$ cat src/rtl/i2s_clock_generator_if.sv
// i2s_clock_generator_if
//   Bundle between the I2S clock generator and the logic it feeds.
//   master : generator side (takes the run request, drives clocks/strobes).
//   slave  : consumer side (drives the run request, observes clocks/strobes).
//   i_ENABLE    run request, level-sensitive
//   o_SCK       bit clock, 50 % duty
//   o_WS        word select, 0 = left slot, 1 = right slot
//   o_SCK_RISE  strobe one i_CLK cycle before o_SCK goes 0->1
//   o_SCK_FALL  strobe one i_CLK cycle before o_SCK goes 1->0
//   o_FrameEnd  the o_SCK_FALL strobe that closes a right slot
//   o_BitIndex  SCK period within the current slot
//   o_Running   generator is active (not idle)
interface i2s_clock_generator_if #(
  parameter int DataWidth = 16
);
  logic                         i_ENABLE;
  logic                         o_SCK;
  logic                         o_WS;
  logic                         o_SCK_RISE;
  logic                         o_SCK_FALL;
  logic                         o_FrameEnd;
  logic [$clog2(DataWidth)-1:0] o_BitIndex;
  logic                         o_Running;

  modport master (
    input  i_ENABLE,
    output o_SCK, o_WS, o_SCK_RISE, o_SCK_FALL, o_FrameEnd, o_BitIndex, o_Running
  );

  modport slave (
    output i_ENABLE,
    input  o_SCK, o_WS, o_SCK_RISE, o_SCK_FALL, o_FrameEnd, o_BitIndex, o_Running
  );
endinterface

$ cat src/rtl/i2s_clock_generator.sv
// i2s_clock_generator
//   Divides i_CLK into a 50 % duty I2S bit clock and derives word select from
//   a per-slot bit counter. Pre-edge strobes let i_CLK-domain logic act one
//   cycle ahead of each SCK edge. Start and stop are frame-aligned.
//   i_CLK     system clock, rising edge
//   i_NRESET  synchronous active-low reset
//   bus       i2s_clock_generator_if.master (enable in; SCK/WS/strobes out)
module i2s_clock_generator #(
  parameter int ClockDivider = 4,
  parameter int DataWidth    = 16
) (
  input  logic                   i_CLK,
  input  logic                   i_NRESET,
  i2s_clock_generator_if.master  bus
);

  localparam int DivW = (ClockDivider > 1) ? $clog2(ClockDivider) : 1;
  localparam int BitW = $clog2(DataWidth);
  localparam logic [DivW-1:0] DivLast = DivW'(ClockDivider - 1);
  localparam logic [BitW-1:0] BitLast = BitW'(DataWidth - 1);

  typedef enum logic [1:0] {
    IDLE,
    RUN,
    STOPPING
  } state_t;

  state_t          state, state_n;
  logic [DivW-1:0] div_cnt, div_cnt_n;
  logic [BitW-1:0] bit_cnt, bit_cnt_n;
  logic            sck, sck_n;
  logic            ws, ws_n;

  logic running;
  logic div_wrap;
  logic rise;
  logic fall;
  logic frame_end;

  assign running   = (state != IDLE);
  assign div_wrap  = (div_cnt == DivLast);
  assign rise      = running & ~sck & div_wrap;
  assign fall      = running &  sck & div_wrap;
  assign frame_end = fall & (bit_cnt == BitLast) & ws;

  always_ff @(posedge i_CLK) begin
    if (!i_NRESET) begin
      state   <= IDLE;
      div_cnt <= '0;
      bit_cnt <= '0;
      sck     <= 1'b0;
      ws      <= 1'b0;
    end else begin
      state   <= state_n;
      div_cnt <= div_cnt_n;
      bit_cnt <= bit_cnt_n;
      sck     <= sck_n;
      ws      <= ws_n;
    end
  end

  always_comb begin
    state_n   = state;
    div_cnt_n = div_cnt;
    bit_cnt_n = bit_cnt;
    sck_n     = sck;
    ws_n      = ws;
    unique case (state)
      IDLE: begin
        div_cnt_n = '0;
        bit_cnt_n = '0;
        sck_n     = 1'b0;
        ws_n      = 1'b0;
        if (bus.i_ENABLE) state_n = RUN;
      end
      RUN, STOPPING: begin
        // Counting never pauses while stopping; only a frame end with the
        // request still low returns to idle.
        if (div_wrap) begin
          div_cnt_n = '0;
          sck_n     = ~sck;
        end else begin
          div_cnt_n = div_cnt + DivW'(1);
        end
        if (fall) begin
          if (bit_cnt == BitLast) begin
            bit_cnt_n = '0;
            ws_n      = ~ws;
          end else begin
            bit_cnt_n = bit_cnt + BitW'(1);
          end
        end
        state_n = bus.i_ENABLE ? RUN : STOPPING;
        if (state == STOPPING && frame_end && !bus.i_ENABLE) begin
          state_n   = IDLE;
          div_cnt_n = '0;
          bit_cnt_n = '0;
          sck_n     = 1'b0;
          ws_n      = 1'b0;
        end
      end
      default: state_n = IDLE;
    endcase
  end

  assign bus.o_SCK      = sck;
  assign bus.o_WS       = ws;
  assign bus.o_SCK_RISE = rise;
  assign bus.o_SCK_FALL = fall;
  assign bus.o_FrameEnd = frame_end;
  assign bus.o_BitIndex = bit_cnt;
  assign bus.o_Running  = running;

endmodule

$ cat src/flat_wrapper.sv
// flat-port wrapper written by rule: the top's interface ports become plain ports
module i2s_clock_generator_flat 
#(
  parameter int ClockDivider = 4,
  parameter int DataWidth    = 16
)
  (i_CLK, i_NRESET, bus_i_ENABLE, bus_o_SCK, bus_o_WS, bus_o_SCK_RISE, bus_o_SCK_FALL, bus_o_FrameEnd, bus_o_BitIndex, bus_o_Running);
  i2s_clock_generator_if #(.DataWidth(DataWidth)) bus_i ();
  input  logic i_CLK;
  input  logic i_NRESET;
  input wire logic [$bits(bus_i.i_ENABLE)-1:0] bus_i_ENABLE;
  output wire logic [$bits(bus_i.o_SCK)-1:0] bus_o_SCK;
  output wire logic [$bits(bus_i.o_WS)-1:0] bus_o_WS;
  output wire logic [$bits(bus_i.o_SCK_RISE)-1:0] bus_o_SCK_RISE;
  output wire logic [$bits(bus_i.o_SCK_FALL)-1:0] bus_o_SCK_FALL;
  output wire logic [$bits(bus_i.o_FrameEnd)-1:0] bus_o_FrameEnd;
  output wire logic [$bits(bus_i.o_BitIndex)-1:0] bus_o_BitIndex;
  output wire logic [$bits(bus_i.o_Running)-1:0] bus_o_Running;
  assign bus_i.i_ENABLE = bus_i_ENABLE;
  assign bus_o_SCK = bus_i.o_SCK;
  assign bus_o_WS = bus_i.o_WS;
  assign bus_o_SCK_RISE = bus_i.o_SCK_RISE;
  assign bus_o_SCK_FALL = bus_i.o_SCK_FALL;
  assign bus_o_FrameEnd = bus_i.o_FrameEnd;
  assign bus_o_BitIndex = bus_i.o_BitIndex;
  assign bus_o_Running = bus_i.o_Running;
  i2s_clock_generator #(.ClockDivider(ClockDivider), .DataWidth(DataWidth)) u_core (.i_CLK(i_CLK), .i_NRESET(i_NRESET), .bus(bus_i));
endmodule
$ cat config.mk
export PLATFORM = sky130hd
export DESIGN_NAME = i2s_clock_generator_flat
export DESIGN_NICKNAME = d
export VERILOG_FILES = /design/src/rtl/i2s_clock_generator_if.sv /design/src/rtl/i2s_clock_generator.sv /design/src/flat_wrapper.sv
export SDC_FILE = /design/constraint.sdc
export NUM_CORES = 1
export LEC_CHECK = 0
export ABC_AREA = 1
export ABC_CLOCK_PERIOD_IN_PS = 2950
export CAP_MARGIN = 30
export CORE_AREA = 5 5 42 44
export CTS_CLUSTER_DIAMETER = 200
export DETAILED_ROUTE_END_ITERATION = 8
export DIE_AREA = 0 0 47 49
export PLACE_DENSITY = 0.74
export SLEW_MARGIN = 20
export SYNTH_ARGS = -nofsm -noshare
export SYNTH_HDL_FRONTEND = slang
export SYNTH_SLANG_ARGS = --single-unit
$ cat constraint.sdc
create_clock -name i_CLK -period 2.95 [get_ports i_CLK]
set_clock_uncertainty 0.1 [all_clocks]
set_input_delay 0.885 -clock i_CLK [delete_from_list [all_inputs] [get_ports i_CLK]]
set_output_delay 0.885 -clock i_CLK [all_outputs]
set_load 0.02 [all_outputs]
==> summary.txt <==
=========================================================================================
Result of the run ..........................................................    completed
Core region area ...........................................................    1400 um^2
Pleak ......................................................................  0.000376 uW
Warnings from Yosys ........................................................            0
Count of TritonRoute iterations in the first routing pass ..................            4
PwrDens ....................................................................  439 nW/um^2
Number of nets produced by synthesis .......................................           96
Seq/Total Area, Yosys ......................................................        0.321
Highest Signal Layer .......................................................         met4
Aggregate negative setup slack .............................................         0 ps
Worst slew slack as a fraction of its limit ................................        0.838
Cts-stage hold buffer count ................................................            0
Simple logic cell fraction of the synthesized area .........................        0.349
Port buffer count ..........................................................           12
Seq cells post-synth .......................................................           10
Vias in the first global route .............................................          588
Largest vdd supply drop ....................................................     0.223 mV
Area share of xor/xnor cells in the synthesized design .....................       0.0141
Global route total overflow ................................................            0
Insertion delay to the later sink of the worst-skew pair ...................       260 ps
Global-route wire length before repair .....................................      2390 um
Tightest Pin Transition ....................................................       242 ps
Number of hold violations in the final report ..............................            0
Post-Synthesis Cells .......................................................           88
Maximum clock frequency ....................................................      372 MHz
Startpoint class of the critical path ......................................     register
Type of the worst setup path ...............................................   reg -> out
Final design area excluding fillers ........................................     816 um^2
Routed via count divided by cell count .....................................         5.20
CTS tree ...................................................................         done
Routed len/inst ............................................................      11.8 um
Finished Core Util .........................................................        0.582
Synthesized-area fraction occupied by ao, oa, aoi and oai cells ............        0.122
Routed wire length .........................................................      1440 um
Post-Place Cells ...........................................................          118
Crit path max fanout .......................................................            3
Count of unique library cells instantiated by Yosys ........................           23
Nature of the critical path endpoint .......................................   output pin
Fraction of layout cells with a size suffix above 1 ........................        0.179
Signed area change from the synthesized netlist to the final layout ........        30.9%
Class of the worst hold path ...............................................   reg -> reg
Synthesized area per cell ..................................................    7.08 um^2
Detail Placement HPWL ......................................................      1110 um
Initial cell density of the core ...........................................        0.445
Post-synth design cell area ................................................     623 um^2
Nets .......................................................................          115
Metal-1 WL .................................................................       658 um
Deepest level of the CTS H-tree ............................................            1
Die Area ...................................................................    2300 um^2
Maximum number of pins on one net before global-route repair ...............           10
Global Route Usage Sum .....................................................        0.140
Post-synthesis mux area share ..............................................            0
CTS root buffer ............................................................     clkbuf_4
Number of top-level pins ...................................................           13
Maximum number of buffers from clock root to sink ..........................            2
Met3 wire len ..............................................................        57 um
Final Max Tran Viols .......................................................            0
Diode count ................................................................            0
Postcts setup bufs .........................................................            0
Proportion of register bits with asynchronous set or reset after synthesis .            0
Row count ..................................................................           14
Shortest clock period the worst path allows after layout ...................      2690 ps
Adder-cell share of the synthesized area ...................................        0.100
EDFF count, synth ..........................................................            0
Critical path data required time ...........................................      1970 ps
Vias .......................................................................          635
Number of nets with antenna violations after detailed routing ..............            0
Num CTS Buffers ............................................................            3
First DRT Iteration DRCs ...................................................            5
Die height .................................................................        49 um
DRC ........................................................................            0
Max capacitance violation total ............................................            0
Combinational family with the most area after synthesis .................... simple AND/OR/NAND/NOR gates
Final instance count without filler cells ..................................          122
Instance area after placement ..............................................     778 um^2
Met2 WL post-DR ............................................................       687 um
Arrival @ worst endpoint ...................................................      1710 ps
Share of the cycle needed by the critical path after routing ...............        0.912
Most used flip-flop cell after synthesis ...................................      dfxtp_1
RSZ-0062 raised after global routing .......................................        false
Floorplan die width ........................................................        47 um
Number of clock sinks seen by CTS ..........................................           10
Initial antenna violation count ............................................            0
Final setup fails ..........................................................            0
Clock-pin slew on the worst setup and hold paths ...........................        70 ps
Placer congestion estimate .................................................        0.788
=========================================================================================
## through the flow
stage	worst slack (ps)	total power (uW)	hold slack, ps
5_1_grt	122	375	439
6_report	258	358	406
3_3_place_gp	314	235	379
3_5_place_dp	244	237	393
4_1_cts	103	359	404
2_1_floorplan	397	205	361
## cell usage after synthesis (2+ instances only)
library cell | instances | area [um^2]
a21oi_1 | 5 | 25.0
nor2_1 | 11 | 41.3
ha_1 | 5 | 62.6
nand2_2 | 3 | 18.8
dfxtp_1 | 10 | 200
nand2_1 | 16 | 60.1
inv_1 | 11 | 41.3
nor3_1 | 3 | 15.0
nand3_1 | 7 | 35.0
o211ai_1 | 2 | 15.0
nor2_2 | 2 | 12.5
a21oi_2 | 2 | 17.5
## cells in the final DEF (no fill, tap or decap), drive strengths merged
master and instances:
nand2 19, dfxtp 10, nand3 8, clkdlybuf4s50 10, xor2 1, clkinv 2
buf 2, a31o 1, nor2 13, o21ai 2, nand4 2, inv 12
clkbuf 4, a21oi 7, o211ai 2, ha 5, nor3 3, dlygate4sd2 1
or2 1, dlymetal6s2s 1
## where the power goes
part           internal (uW)  switching, uW
sequential               144           8.79
clock                   74.9           49.0
combinational           34.3           47.7
total                    253            105
## critical path, stage by stage (launching register included)
cell and delay [ps]:
dfxtp_1 350, inv_1 70, ha_1 220, nor2_2 160
clkdlybuf4s50_1 640
## per-layer routing
| metal | global-route usage | vias to the layer above |
|---|---|---|
| li1 | - | 326 |
| met1 | 0.183 | 293 |
| met2 | 0.208 | 10 |
| met3 | 0.0295 | 6 |
| met4 | 0.0691 | 0 |
| met5 | 0 | - |
## flip-flops by register name, summed over array words and instances (netlist names)
signal / cells
u_core.div_cnt: 2
u_core.state: 2
u_core.bus.o_BitIndex: 4
u_core.bus.o_WS: 1
u_core.bus.o_SCK: 1
## final timing paths
kind / depth (start not counted) / slack, ps / startpoint / end
max: 4 / 260 / u_core.state[0]$_SDFFE_PN0P_ / bus_o_SCK_FALL
min: 2 / 410 / u_core.div_cnt[0]$_SDFFE_PN0P_ / u_core.div_cnt[0]$_SDFFE_PN0P_
max reg2reg: 7 / 1310 / u_core.state[1]$_SDFFE_PN0P_ / u_core.bus.o_SCK$_SDFFE_PN0P_
min reg2reg: 2 / 410 / u_core.div_cnt[0]$_SDFFE_PN0P_ / u_core.div_cnt[0]$_SDFFE_PN0P_
## cell type report
type | count | area [um^2]
clock buffer | 4 | 36.3
fill | 140 | 586
inverter | 14 | 57.6
multi-input combinational | 64 | 365
sequential | 10 | 200
tap | 16 | 20.0
timing repair buffer | 14 | 136
## repair_timing
| action | in CTS | in global routing |
|---|---|---|
| gates resized for setup | 1 | 1 |
| setup endpoints to repair | 1 | 1 |
| pin swaps | 0 | 0 |
## cell families (layout without fill, tap and decap cells)
| kind of cell | after synthesis | after routing |
|---|---|---|
| flip-flops | 10 | 10 |
| XOR/XNOR | 1 | 1 |
| AO/OA/AOI/OAI | 12 | 12 |
| adder cells (fa/ha/maj) | 5 | 5 |
| buffers and inverters | 14 | 32 |
| AND/OR/NAND/NOR | 46 | 46 |
(Power assumes the default switching activity.)
